**config.mk**
```make
export PLATFORM = sky130hd
export DESIGN_NAME = seven_seg_scan_decoder_flat
export DESIGN_NICKNAME = d
export VERILOG_FILES = /design/src/rtl/seven_seg_scan_if.sv /design/src/rtl/seven_seg_scan_decoder.sv /design/src/flat_wrapper.sv
export SDC_FILE = /design/constraint.sdc
export NUM_CORES = 1
export LEC_CHECK = 0
export CAP_MARGIN = 20
export CORE_MARGIN = 5
export CORE_UTILIZATION = 45
export CTS_BUF_LIST = sky130_fd_sc_hd__clkbuf_8
export CTS_CLUSTER_DIAMETER = 100
export DETAILED_ROUTE_END_ITERATION = 8
export GPL_ROUTABILITY_DRIVEN = 0
export PLACE_DENSITY = 0.71
export SETUP_SLACK_MARGIN = 0.4
export SYNTH_ARGS = -nofsm -noshare
export SYNTH_HDL_FRONTEND = slang
export SYNTH_SLANG_ARGS = --single-unit
```
**constraint.sdc**
```tcl
create_clock -name clk -period 5.6 [get_ports clk]
set_clock_uncertainty 0.15 [all_clocks]
set_input_delay 0.56 -clock clk [delete_from_list [all_inputs] [get_ports clk]]
set_output_delay 0.56 -clock clk [all_outputs]
set_load 0.01 [all_outputs]
```
**src/rtl/seven_seg_scan_if.sv**
```systemverilog
// Segment/anode scan bus seen by the decoder, plus the recovered-frame outputs.
interface seven_seg_scan_if;
  logic [6:0]  seg;
  logic [3:0]  an;
  logic [15:0] value;
  logic [3:0]  blank_mask;
  logic [3:0]  err_mask;
  logic        frame_valid;
  logic        bus_err;

  modport master (output seg, an,
                  input  value, blank_mask, err_mask, frame_valid, bus_err);
  modport slave  (input  seg, an,
                  output value, blank_mask, err_mask, frame_valid, bus_err);
endinterface

```
**src/rtl/seven_seg_scan_decoder.sv**
```systemverilog
// Recovers hex digits from a multiplexed 4-digit seven-segment bus and emits
// one 16-bit frame once every digit has been captured since the last report.
module seven_seg_scan_decoder #(
  parameter int STABLE_CYCLES = 4
) (
  input  logic             clk,
  input  logic             rst,
  seven_seg_scan_if.slave  bus
);
  localparam int          NUM_DIG   = 4;
  localparam logic [7:0]  STABLE_M1 = 8'(STABLE_CYCLES - 1);

  typedef enum logic [1:0] {IDLE, SETTLE, HOLD} state_e;

  logic [10:0] sync1_q, sync2_q;
  logic [6:0]  seg_s;
  logic [3:0]  an_s;
  assign {an_s, seg_s} = sync2_q;

  always_ff @(posedge clk or posedge rst) begin
    if (rst) begin
      sync1_q <= '0;
      sync2_q <= '0;
    end else begin
      sync1_q <= {bus.an, bus.seg};
      sync2_q <= sync1_q;
    end
  end

  // {blank, err, nibble}
  function automatic logic [5:0] dec(input logic [6:0] s);
    case (s)
      7'h7E: dec = 6'h00;  7'h30: dec = 6'h01;  7'h6D: dec = 6'h02;  7'h79: dec = 6'h03;
      7'h33: dec = 6'h04;  7'h5B: dec = 6'h05;  7'h5F: dec = 6'h06;  7'h70: dec = 6'h07;
      7'h7F: dec = 6'h08;  7'h7B: dec = 6'h09;  7'h77: dec = 6'h0A;  7'h1F: dec = 6'h0B;
      7'h4E: dec = 6'h0C;  7'h3D: dec = 6'h0D;  7'h4F: dec = 6'h0E;  7'h47: dec = 6'h0F;
      7'h00: dec = 6'b10_0000;
      default: dec = 6'b01_0000;
    endcase
  endfunction

  state_e      state_q, state_d;
  logic [7:0]  cnt_q, cnt_d;
  logic [3:0]  ref_an_q, ref_an_d;
  logic [6:0]  ref_seg_q, ref_seg_d;
  logic        accept, an_multi, an_onehot, same;

  assign an_multi  = (an_s & (an_s - 4'd1)) != 4'd0;
  assign an_onehot = (an_s != 4'd0) && !an_multi;
  assign same      = (an_s == ref_an_q) && (seg_s == ref_seg_q);

  always_comb begin
    state_d   = state_q;
    cnt_d     = cnt_q;
    ref_an_d  = ref_an_q;
    ref_seg_d = ref_seg_q;
    accept    = 1'b0;
    case (state_q)
      IDLE: begin
        cnt_d = '0;
        if (an_onehot) begin
          state_d = SETTLE; ref_an_d = an_s; ref_seg_d = seg_s; cnt_d = 8'd1;
        end
      end
      SETTLE: begin
        if (same) begin
          cnt_d = cnt_q + 8'd1;
          if (cnt_q == STABLE_M1) begin
            accept  = 1'b1;
            state_d = HOLD;
          end
        end else if (an_onehot) begin
          ref_an_d = an_s; ref_seg_d = seg_s; cnt_d = 8'd1;
        end else begin
          state_d = IDLE; cnt_d = '0;
        end
      end
      HOLD: begin
        // an unchanged digit is never accepted twice
        if (!same) begin
          if (an_onehot) begin
            state_d = SETTLE; ref_an_d = an_s; ref_seg_d = seg_s; cnt_d = 8'd1;
          end else begin
            state_d = IDLE; cnt_d = '0;
          end
        end
      end
      default: state_d = IDLE;
    endcase
  end

  always_ff @(posedge clk or posedge rst) begin
    if (rst) begin
      state_q   <= IDLE;
      cnt_q     <= '0;
      ref_an_q  <= '0;
      ref_seg_q <= '0;
    end else begin
      state_q   <= state_d;
      cnt_q     <= cnt_d;
      ref_an_q  <= ref_an_d;
      ref_seg_q <= ref_seg_d;
    end
  end

  logic [5:0]                    dec_r;
  logic [NUM_DIG-1:0]            wr;
  logic [NUM_DIG-1:0][3:0]       dig_q, dig_d;
  logic [NUM_DIG-1:0]            blank_q, blank_d, err_q, err_d, cap_q, cap_d;
  logic                          frame_done;
  logic [15:0]                   value_q;
  logic [3:0]                    blank_mask_q, err_mask_q;
  logic                          frame_valid_q, bus_err_q;

  assign dec_r = dec(ref_seg_q);

  for (genvar k = 0; k < NUM_DIG; k++) begin : g_dig
    assign wr[k]      = accept && ref_an_q[k];
    assign dig_d[k]   = wr[k] ? dec_r[3:0] : dig_q[k];
    assign blank_d[k] = wr[k] ? dec_r[5]   : blank_q[k];
    assign err_d[k]   = wr[k] ? dec_r[4]   : err_q[k];
  end

  assign cap_d      = cap_q | wr;
  assign frame_done = &cap_d;

  always_ff @(posedge clk or posedge rst) begin
    if (rst) begin
      dig_q         <= '0;
      blank_q       <= '0;
      err_q         <= '0;
      cap_q         <= '0;
      value_q       <= '0;
      blank_mask_q  <= '0;
      err_mask_q    <= '0;
      frame_valid_q <= 1'b0;
      bus_err_q     <= 1'b0;
    end else begin
      dig_q         <= dig_d;
      blank_q       <= blank_d;
      err_q         <= err_d;
      cap_q         <= frame_done ? '0 : cap_d;
      frame_valid_q <= frame_done;
      if (frame_done) begin
        value_q      <= dig_d;
        blank_mask_q <= blank_d;
        err_mask_q   <= err_d;
      end
      if (an_multi) bus_err_q <= 1'b1;
    end
  end

  assign bus.value       = value_q;
  assign bus.blank_mask  = blank_mask_q;
  assign bus.err_mask    = err_mask_q;
  assign bus.frame_valid = frame_valid_q;
  assign bus.bus_err     = bus_err_q;
endmodule

```
**src/flat_wrapper.sv**
```systemverilog
// flat-port wrapper written by rule: the top's interface ports become plain ports
module seven_seg_scan_decoder_flat 
#(
  parameter int STABLE_CYCLES = 4
)
  (clk, rst, bus_seg, bus_an, bus_value, bus_blank_mask, bus_err_mask, bus_frame_valid, bus_bus_err);
  seven_seg_scan_if bus_i ();
  input  logic clk;
  input  logic rst;
  input wire logic [$bits(bus_i.seg)-1:0] bus_seg;
  input wire logic [$bits(bus_i.an)-1:0] bus_an;
  output wire logic [$bits(bus_i.value)-1:0] bus_value;
  output wire logic [$bits(bus_i.blank_mask)-1:0] bus_blank_mask;
  output wire logic [$bits(bus_i.err_mask)-1:0] bus_err_mask;
  output wire logic [$bits(bus_i.frame_valid)-1:0] bus_frame_valid;
  output wire logic [$bits(bus_i.bus_err)-1:0] bus_bus_err;
  assign bus_i.seg = bus_seg;
  assign bus_i.an = bus_an;
  assign bus_value = bus_i.value;
  assign bus_blank_mask = bus_i.blank_mask;
  assign bus_err_mask = bus_i.err_mask;
  assign bus_frame_valid = bus_i.frame_valid;
  assign bus_bus_err = bus_i.bus_err;
  seven_seg_scan_decoder #(.STABLE_CYCLES(STABLE_CYCLES)) u_core (.clk(clk), .rst(rst), .bus(bus_i));
endmodule
```
==> results of run 1 <==
==> worst max-delay path, stage by stage (launching register included) <==
cell and delay, ns:
dfrtp_1 0.72, xnor2_2 0.20, nand4_4 0.21, nor4_2 0.64, o22ai_2 0.19, nor2_2 0.33
buf_8 0.24, buf_4 0.14, mux2_2 0.33
==> worst paths after layout <==
| kind | startpoint | endpoint | slack, ns | cells after the start |
|---|---|---|---|---|
| max | u_core.ref_seg_q[2] | u_core.bus.value[11] | 2.34 | 8 |
| min | u_core.sync1_q[0] | u_core.sync2_q[0] | 0.21 | 0 |
| max reg2reg | u_core.ref_seg_q[2] | u_core.bus.value[11] | 2.34 | 8 |
| min reg2reg | u_core.sync1_q[0] | u_core.sync2_q[0] | 0.21 | 0 |
| max in group asynchronous | rst | u_core.bus.frame_valid | 3.80 | 3 |
| min in group asynchronous | rst | u_core.sync2_q[3] | 0.40 | 2 |
==> metrics by stage <==
step                      hold slack, ns  utilization
after floorplan                    0.181            -
after global placement             0.182        0.503
after detailed placement           0.186        0.505
after CTS                          0.208        0.524
after global routing               0.217        0.524
final                              0.205        0.524
==> cell type report <==
class                   instances  area (um2)
flip-flops and latches         97        2430
clock buffers                   9         124
well taps                     133         166
multi-input cells             224        1830
fillers                       848        4580
clock inverters                 7        66.3
repair buffers                 42         418
inverters                       6        25.0
==> placed cells by master, fill, tap and decap left out, types with 3 or more instances in the layout <==
master,synthesis,layout
dfrtp_1,97,97
mux2_2,51,51
clkdlybuf4s50_1,0,38
nand2_1,21,21
nor2_1,17,17
o21ai_0,16,16
nand3_1,15,15
clkbuf_8,0,9
xnor2_1,7,7
a21oi_1,7,7
nand4_1,7,7
inv_1,6,5
mux2i_1,5,5
nor4_2,5,5
nor3b_1,5,5
o22ai_1,5,5
ha_1,5,5
xnor2_2,4,4
o32a_1,4,4
or4_1,3,3
nor4_1,3,3
or3_1,3,3
inv_6,0,3
buf_4,1,3
==> cells by family after synthesis <==
kind of cell,count (synthesis)
AO/OA/AOI/OAI,51
XOR/XNOR,13
adder cells (fa/ha/maj),6
buffers and inverters,24
flip-flops,97
multiplexers,57
AND/OR/NAND/NOR,97
==> layer usage <==
metal  share of wire  up-vias
met5               0        -
met4           0.015        0
met3           0.033        9
met2            0.50       42
met1            0.45     1393
li1                -     1334
==> flip-flops by register name, summed over array words and instances (netlist names) <==
register,flops
u_core.blank_q,4
u_core.bus.blank_mask,4
u_core.bus.bus_err,1
u_core.bus.err_mask,4
u_core.bus.frame_valid,1
u_core.bus.value,16
u_core.cap_q,4
u_core.cnt_q,8
u_core.dig_q,16
u_core.err_q,4
u_core.ref_an_q,4
u_core.ref_seg_q,7
u_core.state_q,2
u_core.sync1_q,11
u_core.sync2_q,11
==> power breakdown <==
group          leakage, uW  switching [uW]  internal (uW)  total, uW
combinational     0.000846             189            170        359
clock            0.0000986             262            174        436
sequential         0.00127             143            752        895
==> synthesized netlist by cell type (2+ instances only) <==
cell type,count
o32a_1,4
o22ai_1,5
nor4_2,5
or4_1,3
ha_1,5
dfrtp_1,97
nand4_4,2
nor3_1,2
o31ai_1,2
buf_6,3
nand2_1,21
nor4_1,3
or3_1,3
o2bb2ai_1,2
nor4_4,2
xnor2_2,4
buf_2,4
o21ai_0,16
a211o_1,2
mux2_2,51
nor3b_1,5
inv_1,6
a21oi_1,7
mux2i_1,5
nand3_1,15
nand4_1,7
a22o_1,2
clkbuf_1,9
nor2_1,17
xor2_1,2
xnor2_1,7
==> metrics.md, run 1 <==
| Metric | Value |
|---|---|
| Gr busiest metal | met2 |
| CTS tree | yes |
| Synth Net Count | 363 |
| Num CTS Buffers | 9 |
| Yosys top cell by area | dfrtp_1 |
| Final hold vios | 0 |
| Post-Synth Adder-Cell Area | 0.0166 |
| Req. time, crit path | 5.71 ns |
| Slew Limit Fails | 0 |
| Total power | 1690 uW |
| Clk buf depth | 2 |
| Final Cell Area | 5050 um2 |
| WP data arrival | 3.38 ns |
| Hold_buf cts | 0 |
| First-pass GRT wire length | 13900 um |
| Vias | 2778 |
| Sink Count | 97 |
| Initial antenna violation count | 0 |
| Final setup viols | 0 |
| WS Path Type | register to register |
| DP HPWL | 5940 um |
| Core area | 9640 um2 |
| Top cell type's share of synthesized area | 0.554 |
| Avg Cell Area, Syn | 12.7 um2 |
| Final #Nets | 398 |
| I/O pin cnt | 39 |
| Starting Density | 0.454 |
| Max FO, Critical Path | 20 |
| Synth Area in Simple Gates | 0.140 |
| Post-route setup slack | 2.34 ns |
| Synth Area in Compound Gates | 0.0800 |
| Buffers on Ports | 38 |
| Root Driver | clkbuf_8 |
| Met3 Usage GRT | 0.0373 |
| Routing usage on met1 | 0.192 |
| Largest net degree at the start of global routing | 62 |
| Hold WC Path Type | register to register |
| Synth async-reset ratio | 1.00 |
| Post-route ant nets | 0 |
| Layout cells sized above 1 | 0.242 |
| # DRC | 0 |
| Worst IR drop on VDD | 0.000164 V |
| Ys Warns | 0 |
| Cell variety after synth | 58 |
| Syn Inst Count | 345 |
| Highest clock rate | 306 MHz |
| Number of enable flip-flop cells after synthesis | 0 |
| Synth-to-layout area growth | 15.4% |
| Worst slew margin | 0.375 |
| RSZ-0062 raised after global routing | false |
| Vias per cell | 5.36 |
| Post-Synthesis Cell Area | 4380 um2 |
| Gates resized, CTS repair | 0 |
| Row cnt | 36 |
| Synth Register Bits | 97 |
| Pleak | 0.00222 uW |
| Pre-antenna DRT Iters | 4 |
| Ranking of synthesized cells by area | dfrtp_1 55%, mux2_2 13%, o21ai_0 1.8% |
| Final period utilization | 0.583 |
| Worst setup EP type | register |
| Die Wd | 109 um |
| Tmin final | 3.26 ns |
| Non-filler cells, final | 518 |
| Avg WL per Cell | 15.7 um |
| Postcts setup bufs | 0 |
| MaxCap Viol Count | 0 |
| Setup crit start kind | register |
| Antenna cells | 0 |
| Ys flop type | dfrtp_1 |
| DP Area | 4860 um2 |
| Placed instance count | 502 |
| GRT Overall Usage | 0.151 |
| Post-place setup slack | 2.36 ns |
| Pwr dens | 334 nW/um2 |
| Post-Synth XOR/XNOR Area | 0.0328 |
| Max H-tree Level | 3 |
| Post-synthesis sequential area ratio | 0.554 |
| Status | finished clean |
| Routed wire length | 8120 um |
| Vias in the first global route | 2841 |
| Chip height | 109 um |
| Total congestion overflow | 0 |
| Met2 global-route usage | 0.251 |
| Worst-skew pair later-pin latency | 0.37 ns |
| TNS Setup | 0 ns |
| Post-synthesis mux area share | 0.146 |
| Slew @ Worst Pin | 0.928 ns |
| DR iter-0 viols | 91 |
| Main combinational cell family by area after synthesis | multiplexers |
| CTS clk-pin slew, worst paths | 0.11 ns |
| Die area | 11800 um2 |
(Power assumes the default switching activity.)
==> inputs of run 2 (changes only) <==
--- a/config.mk
+++ b/config.mk
@@ -12,7 +12,7 @@
 export CTS_CLUSTER_DIAMETER = 100
 export DETAILED_ROUTE_END_ITERATION = 8
 export GPL_ROUTABILITY_DRIVEN = 0
-export PLACE_DENSITY = 0.71
+export PLACE_DENSITY = 0.73
 export SETUP_SLACK_MARGIN = 0.4
 export SYNTH_ARGS = -nofsm -noshare
 export SYNTH_HDL_FRONTEND = slang
==> constraint.sdc (replaced) <==
create_clock -name clk -period 2.8 [get_ports clk]
set_clock_uncertainty 0.15 [all_clocks]
set_input_delay 0.28 -clock clk [delete_from_list [all_inputs] [get_ports clk]]
set_output_delay 0.28 -clock clk [all_outputs]
set_load 0.01 [all_outputs]
==> run 2 against run 1 <==
  * Combinational power increased to 3.8 times the previous value
  * Die area is the same
  * Count of clock-buffer cells in the layout did not move
  * Critical path type unchanged
  * Critical endpoint is now u_core.bus.value[8]
  * Largest cell class unchanged
==> metrics.md, run 2 (synthesis gave the netlist of run 1 again) <==
| Metric | Value |
|---|---|
| Core area | 9640 um2 (unchanged) |
| Sink Count | 97 (unchanged) |
| Vias | 3154 (+14%) |
| Vias in the first global route | 3246 (+14%) |
| Avg WL per Cell | 17.1 um (+9.2%) |
| CTS tree | yes |
| Root Driver | clkbuf_8 |
| I/O pin cnt | 39 (unchanged) |
| Total congestion overflow | 0 (unchanged) |
| WP data arrival | 2.68 ns (-0.70 ns) |
| Slowest-stage cell, CP | nor4_4 |
| Clk buf depth | 2 (unchanged) |
| Highest clock rate | 388 MHz (+27%) |
| Synth-to-layout area growth | 34.7% |
| RSZ-0062 raised after global routing | true |
| Worst-skew pair later-pin latency | 0.38 ns (about the same) |
| Non-filler cells, final | 584 (+13%) |
| Die area | 11800 um2 (unchanged) |
| Most frequent cells in the layout | 90 x dfrtp_1, 56 x buf_4, 38 x clkdlybuf4s50_1 |
| Hold_buf cts | 0 (unchanged) |
| Post-route ant nets | 0 (unchanged) |
| Initial antenna violation count | 0 (unchanged) |
| Final hold vios | 0 (unchanged) |
| Largest net degree at the start of global routing | 40 (-35%) |
| DP HPWL | 6210 um (+4.7%) |
| Vias per cell | 5.40 (+0.70%) |
| Setup crit start kind | register |
| Layout cells sized above 1 | 0.412 (+0.171) |
| First-pass GRT wire length | 15600 um (+12%) |
| Max H-tree Level | 3 (unchanged) |
| Chip height | 109 um (unchanged) |
| MaxCap Viol Count | 0 (unchanged) |
| Worst setup EP type | register |
| Worst path max stage delay | 0.38 ns (-0.34 ns) |
| Slew Limit Fails | 0 (unchanged) |
| Pre-antenna DRT Iters | 4 (unchanged) |
| TNS Setup | 0 ns (unchanged) |
| Routed wire length | 10000 um (+23%) |
| Final setup viols | 0 (unchanged) |
| Num CTS Buffers | 9 (unchanged) |
| WS Path Type | register to register |
| Die Wd | 109 um (unchanged) |
| Final #Nets | 464 (+17%) |
| Placed instance count | 527 (+5.0%) |
| Antenna cells | 0 (unchanged) |
| Pleak | 0.00269 uW (+21%) |
| Final period utilization | 0.920 (+0.337) |
| Tmin final | 2.58 ns (-0.689 ns) |
| # DRC | 0 (unchanged) |
| DR iter-0 viols | 210 (+130%) |
| Most common cell after layout, fill and taps aside | dfrtp_1 |
| Worst slew margin | 0.550 (+0.175) |
| Worst IR drop on VDD | 0.000389 V (+140%) |
| Fillers | 735 (-13%) |
| Hold WC Path Type | input pin to asynchronous set/reset pin |
| Starting Density | 0.454 (unchanged) |
| Buffers on Ports | 38 (unchanged) |
| Crit-path cells | ha_2, nor3b_4, nand4_1, nor4_4, o22ai_2, nor2_4, buf_6, buf_8, mux2_4 |
| Slew @ Worst Pin | 0.673 ns (-0.254 ns) |
| CTS clk-pin slew, worst paths | 0.11 ns (about the same) |
| Req. time, crit path | 2.91 ns (-2.80 ns) |
| Max FO, Critical Path | 6 (-70%) |
| Row cnt | 36 (unchanged) |
| GRT Overall Usage | 0.171 (+0.0201) |
| Pwr dens | 655 nW/um2 (+96%) |
| Status | finished clean |
==> run 2: changes by cell type in the layout (fill, tap and decap cells not counted), moves of 7 or more <==
cell	previous run	this run
buf_4	3	56
dfrtp_1	97	90
dfrtp_2	0	7
mux2_2	51	30
mux2_4	1	22
==> run 2: area by class of cell <==
type | count | area, um2 | share of cell area
clock buffer | 9 | 124 | 0.0210
clock inverter | 7 | 55.1 | 0.00933
inverter | 6 | 26.3 | 0.00445
multi-input combinational | 224 | 2070 | 0.351
sequential | 97 | 2440 | 0.413
tap | 133 | 166 | 0.0282
timing repair buffer | 108 | 1020 | 0.173
==> run 2: per-stage QoR <==
stage	total power [uW]	hold slack, ns	area [um2]	util	worst slack, ns
after floorplan	2440	0.161	4440	-	0.349
after global placement	2710	0.182	5130	0.532	0.227
after detailed placement	2740	0.185	5130	0.532	0.128
after CTS	3740	0.169	5630	0.584	0.321
after global routing	4070	0.164	5900	0.612	0.130
final	3860	0.193	5900	0.612	0.225
==> run 2: final timing paths <==
check | depth (start not counted) | slack [ns] | startpoint | to
hold reg to reg | 0 | 0.20 | u_core.sync1_q[5] | u_core.sync2_q[5]
max in group asynchronous | 3 | 1.69 | rst | u_core.sync2_q[9]
hold / removal | 2 | 0.19 | rst | u_core.cap_q[2]
setup reg to reg | 9 | 0.22 | u_core.cnt_q[0] | u_core.bus.value[8]
setup / recovery | 9 | 0.22 | u_core.cnt_q[0] | u_core.bus.value[8]
min in group clk | 1 | 0.19 | bus_an[2] | u_core.sync1_q[9]
==> run 2: where the power goes <==
part           internal [uW]  switching (uW)  total, uW
logic                    670             700       1370
registers               1510             143       1660
clock network            332             507        839
==> run 2: routing by layer <==
layer / vias to the layer above / global-route usage / routed length, um / share of wire
met5: - / 0 / 0 / 0
met4: 0 / 0.0568 / 152 / 0.015
met3: 11 / 0.0373 / 324 / 0.032
met2: 57 / 0.288 / 5230 / 0.52
met1: 1622 / 0.219 / 4300 / 0.43
li1: 1464 / - / - / -
==> run 2: critical path: cells and delay by family (launching register included) <==
kind                     cells  cell delay, ns
adder cells (fa/ha/maj)      1            0.19
multiplexers                 1            0.30
AO/OA/AOI/OAI                1            0.15
AND/OR/NAND/NOR              4            1.03
buffers and inverters        2            0.26
flip-flops                   1            0.37
==> run 2: what timing repair did <==
item	CTS	global route
gates cloned	2	0
gates resized for setup	25	41
endpoints found under the setup margin	46	46
buffers inserted	24	15
pin swaps	17	9
==> inputs of run 3 (changes only) <==
--- a/config.mk
+++ b/config.mk
@@ -12,7 +12,7 @@
 export CTS_CLUSTER_DIAMETER = 100
 export DETAILED_ROUTE_END_ITERATION = 8
 export GPL_ROUTABILITY_DRIVEN = 0
-export PLACE_DENSITY = 0.73
+export PLACE_DENSITY = 0.71
 export SETUP_SLACK_MARGIN = 0.4
 export SYNTH_ARGS = -nofsm -noshare
 export SYNTH_HDL_FRONTEND = slang
==> constraint.sdc (replaced) <==
create_clock -name clk -period 2.7 [get_ports clk]
set_clock_uncertainty 0.15 [all_clocks]
set_input_delay 0.27 -clock clk [delete_from_list [all_inputs] [get_ports clk]]
set_output_delay 0.27 -clock clk [all_outputs]
set_load 0.01 [all_outputs]
==> run 3 against run 2 <==
  * Non-clock buffer count shrank 2
  * Critical path depth is the same
  * Critical path type unchanged
  * Highest routed layer unchanged
  * Worst hold slack lost 0.057 ns
  * Register-to-register slack is essentially flat
  * Flip-flop and latch count is the same
  * Final cell count shrank 0.51%
  * Largest cell class unchanged
  * Utilization grew 1.2 points
==> metrics.md, run 3 (synthesis gave the netlist of run 1 again) <==
| Metric | Value |
|---|---|
| Most frequent cells in the layout | 87 x dfrtp_1, 52 x buf_4, 38 x mux2_2, 38 x clkdlybuf4s50_1, 21 x nand2_1 |
| Setup crit start kind | register |
| Avg WL per Cell | 17.0 um (-0.59%) |
| Total congestion overflow | 0 (unchanged) |
| Pwr dens | 688 nW/um2 (+5.0%) |
| Clk buf depth | 2 (unchanged) |
| Final period utilization | 0.921 (+0.00146) |
| Req. time, crit path | 2.80 ns (-0.11 ns) |
| Vias | 3158 (+0.13%) |
| Worst-skew pair later-pin latency | 0.36 ns (-0.02 ns) |
| Synth-to-layout area growth | 37.4% |
| WS Path Type | register to register |
| Layout cells sized above 1 | 0.435 (+0.0229) |
| Initial antenna violation count | 0 (unchanged) |
| Worst setup EP type | register |
| Slew Limit Fails | 0 (unchanged) |
| Row cnt | 36 (unchanged) |
| Pleak | 0.00270 uW (+0.59%) |
| Highest clock rate | 402 MHz (+3.5%) |
| Buffers on Ports | 38 (unchanged) |
| Routed wire length | 9890 um (-1.1%) |
| Crit-path cells | nor4_4, buf_4, nand4_1, nor4_4, o22ai_2, nor2_4, buf_6, buf_16, mux2_4 |
| Die Wd | 109 um (unchanged) |
| Status | finished clean |
| CP most frequent cell | nor4_4 |
| TNS Setup | 0 ns (unchanged) |
| Largest net degree at the start of global routing | 35 (-13%) |
| I/O pin cnt | 39 (unchanged) |
| Hold WC Path Type | input pin to asynchronous set/reset pin |
| Post-route setup slack | 0.213 ns (-0.0120 ns) |
| Worst path bufs/invs | 3 (+1) |
| Final setup viols | 0 (unchanged) |
| Fillers | 703 (-4.4%) |
| WP data arrival | 2.59 ns (-0.09 ns) |
| Core area | 9640 um2 (unchanged) |
| Root Driver | clkbuf_8 |
| Pre-antenna DRT Iters | 4 (unchanged) |
| Sink Count | 97 (unchanged) |
| Post-place setup slack | 0.0813 ns (-0.0462 ns) |
| Max H-tree Level | 3 (unchanged) |
| Crit path max-delay family | simple AND/OR/NAND/NOR gates |
| Most common cell after layout, fill and taps aside | dfrtp_1 |
| Die area | 11800 um2 (unchanged) |
| Net switching power | 1420 uW (+5.1%) |
| Worst IR drop on VDD | 0.000486 V (+25%) |
| Final #Nets | 462 (-0.43%) |
| Combinational power share | 0.353 (-0.002) |
| Final Core Density | 0.624 (+0.0125) |
| Chip height | 109 um (unchanged) |
| Vias per cell | 5.44 (+0.64%) |
| Final hold vios | 0 (unchanged) |
| # DRC | 0 (unchanged) |
| Pint | 2720 uW (+8.2%) |
| Tmin final | 2.49 ns (-0.0880 ns) |
| Post-route ant nets | 0 (unchanged) |
| Sequential share of power | 0.422 (-0.006) |
| GRT Overall Usage | 0.176 (+0.00490) |
| Worst path max stage delay | 0.43 ns (+0.05 ns) |
| Total power | 4140 uW (+7.1%) |
| Worst slew margin | 0.666 (+0.116) |
| Slew @ Worst Pin | 0.500 ns (-0.173 ns) |
| Slowest-stage cell, CP | dfrtp_2 |
| CTS tree | yes |
| First-pass GRT wire length | 16200 um (+3.8%) |
| Antenna cells | 0 (unchanged) |
| Sw Ratio | 0.343 (-0.00653) |
| Num CTS Buffers | 9 (unchanged) |
| Clock network fraction of total power | 0.225 (+0.008) |
| DR iter-0 viols | 131 (-38%) |
| Starting Density | 0.454 (unchanged) |
| MaxCap Viol Count | 0 (unchanged) |
| Vias in the first global route | 3157 (-2.7%) |
| DP HPWL | 6240 um (+0.48%) |
| Hold_buf cts | 0 (unchanged) |
| Max FO, Critical Path | 7 (+1) |
| CTS clk-pin slew, worst paths | 0.09 ns (-0.02 ns) |
| RSZ-0062 raised after global routing | true |
==> run 3: changes by cell type in the layout (fill, tap and decap cells not counted), sizes merged <==
cell,delta
buf,-2
bufinv,+1
clkbuf,+1
clkinv,-1
inv,-2
==> run 3: timing repair <==
item,4_1_cts,5_1_grt
resized for setup,57,20
gates cloned,2,0
buffers inserted,25,9
setup endpoints to repair,56,51
pin swaps,15,19
==> run 3: power by group through the flow <==
stage | registers (uW) | logic, uW | clock network (uW)
finish | 1750 | 1460 | 932
global route | 1770 | 1570 | 1020
CTS | 1720 | 1380 | 954
detailed placement | 1730 | 1170 | 0
global placement | 1720 | 1140 | 0
floorplan | 1680 | 908 | 0
==> run 3: per-stage QoR <==
step	instances	area, um2	hold WS [ns]
4_1_cts	572	5870	0.136
2_1_floorplan	345	4480	0.151
3_3_place_gp	530	5200	0.182
3_5_place_dp	530	5200	0.185
6_report	581	6020	0.136
5_1_grt	581	6020	0.165
==> run 3: worst paths after layout <==
path                                   start             endpoint  slack, ns  cells after the start
max                          u_core.cnt_q[3]  u_core.bus.value[0]       0.21                      9
min                                      rst    u_core.blank_q[3]       0.14                      2
max reg2reg                  u_core.cnt_q[3]  u_core.bus.value[0]       0.21                      9
min reg2reg                u_core.sync1_q[6]    u_core.sync2_q[6]       0.19                      0
max in group asynchronous                rst      u_core.cnt_q[3]       1.73                      3
min in group clk                   bus_an[1]    u_core.sync1_q[8]       0.19                      1
==> run 3: final cells by class <==
class / count / area, um2 / share of cell area
tap: 133 / 166 / 0.0276
clock buffer: 10 / 138 / 0.0229
multi-input combinational: 224 / 2160 / 0.359
sequential: 97 / 2440 / 0.405
timing repair buffer: 106 / 1030 / 0.171
clock inverter: 5 / 56.3 / 0.00935
inverter: 6 / 26.3 / 0.00436
==> run 3: routing by layer <==
| layer | global-route usage | routed length (um) | up-vias |
|---|---|---|---|
| met5 | 0 | 0 | - |
| met1 | 0.231 | 4180 | 1588 |
| li1 | - | - | 1462 |
| met3 | 0.0468 | 462 | 16 |
| met2 | 0.275 | 5070 | 92 |
| met4 | 0.0739 | 173 | 0 |
==> run 3: worst register-to-register path, cell delays in order (launching register included) <==
cell     delay (ns)
dfrtp_2        0.43
nor4_4         0.31
buf_4          0.17
nand4_1        0.14
nor4_4         0.24
o22ai_2        0.15
nor2_4         0.18
buf_6          0.16
buf_16         0.14
mux2_4         0.30
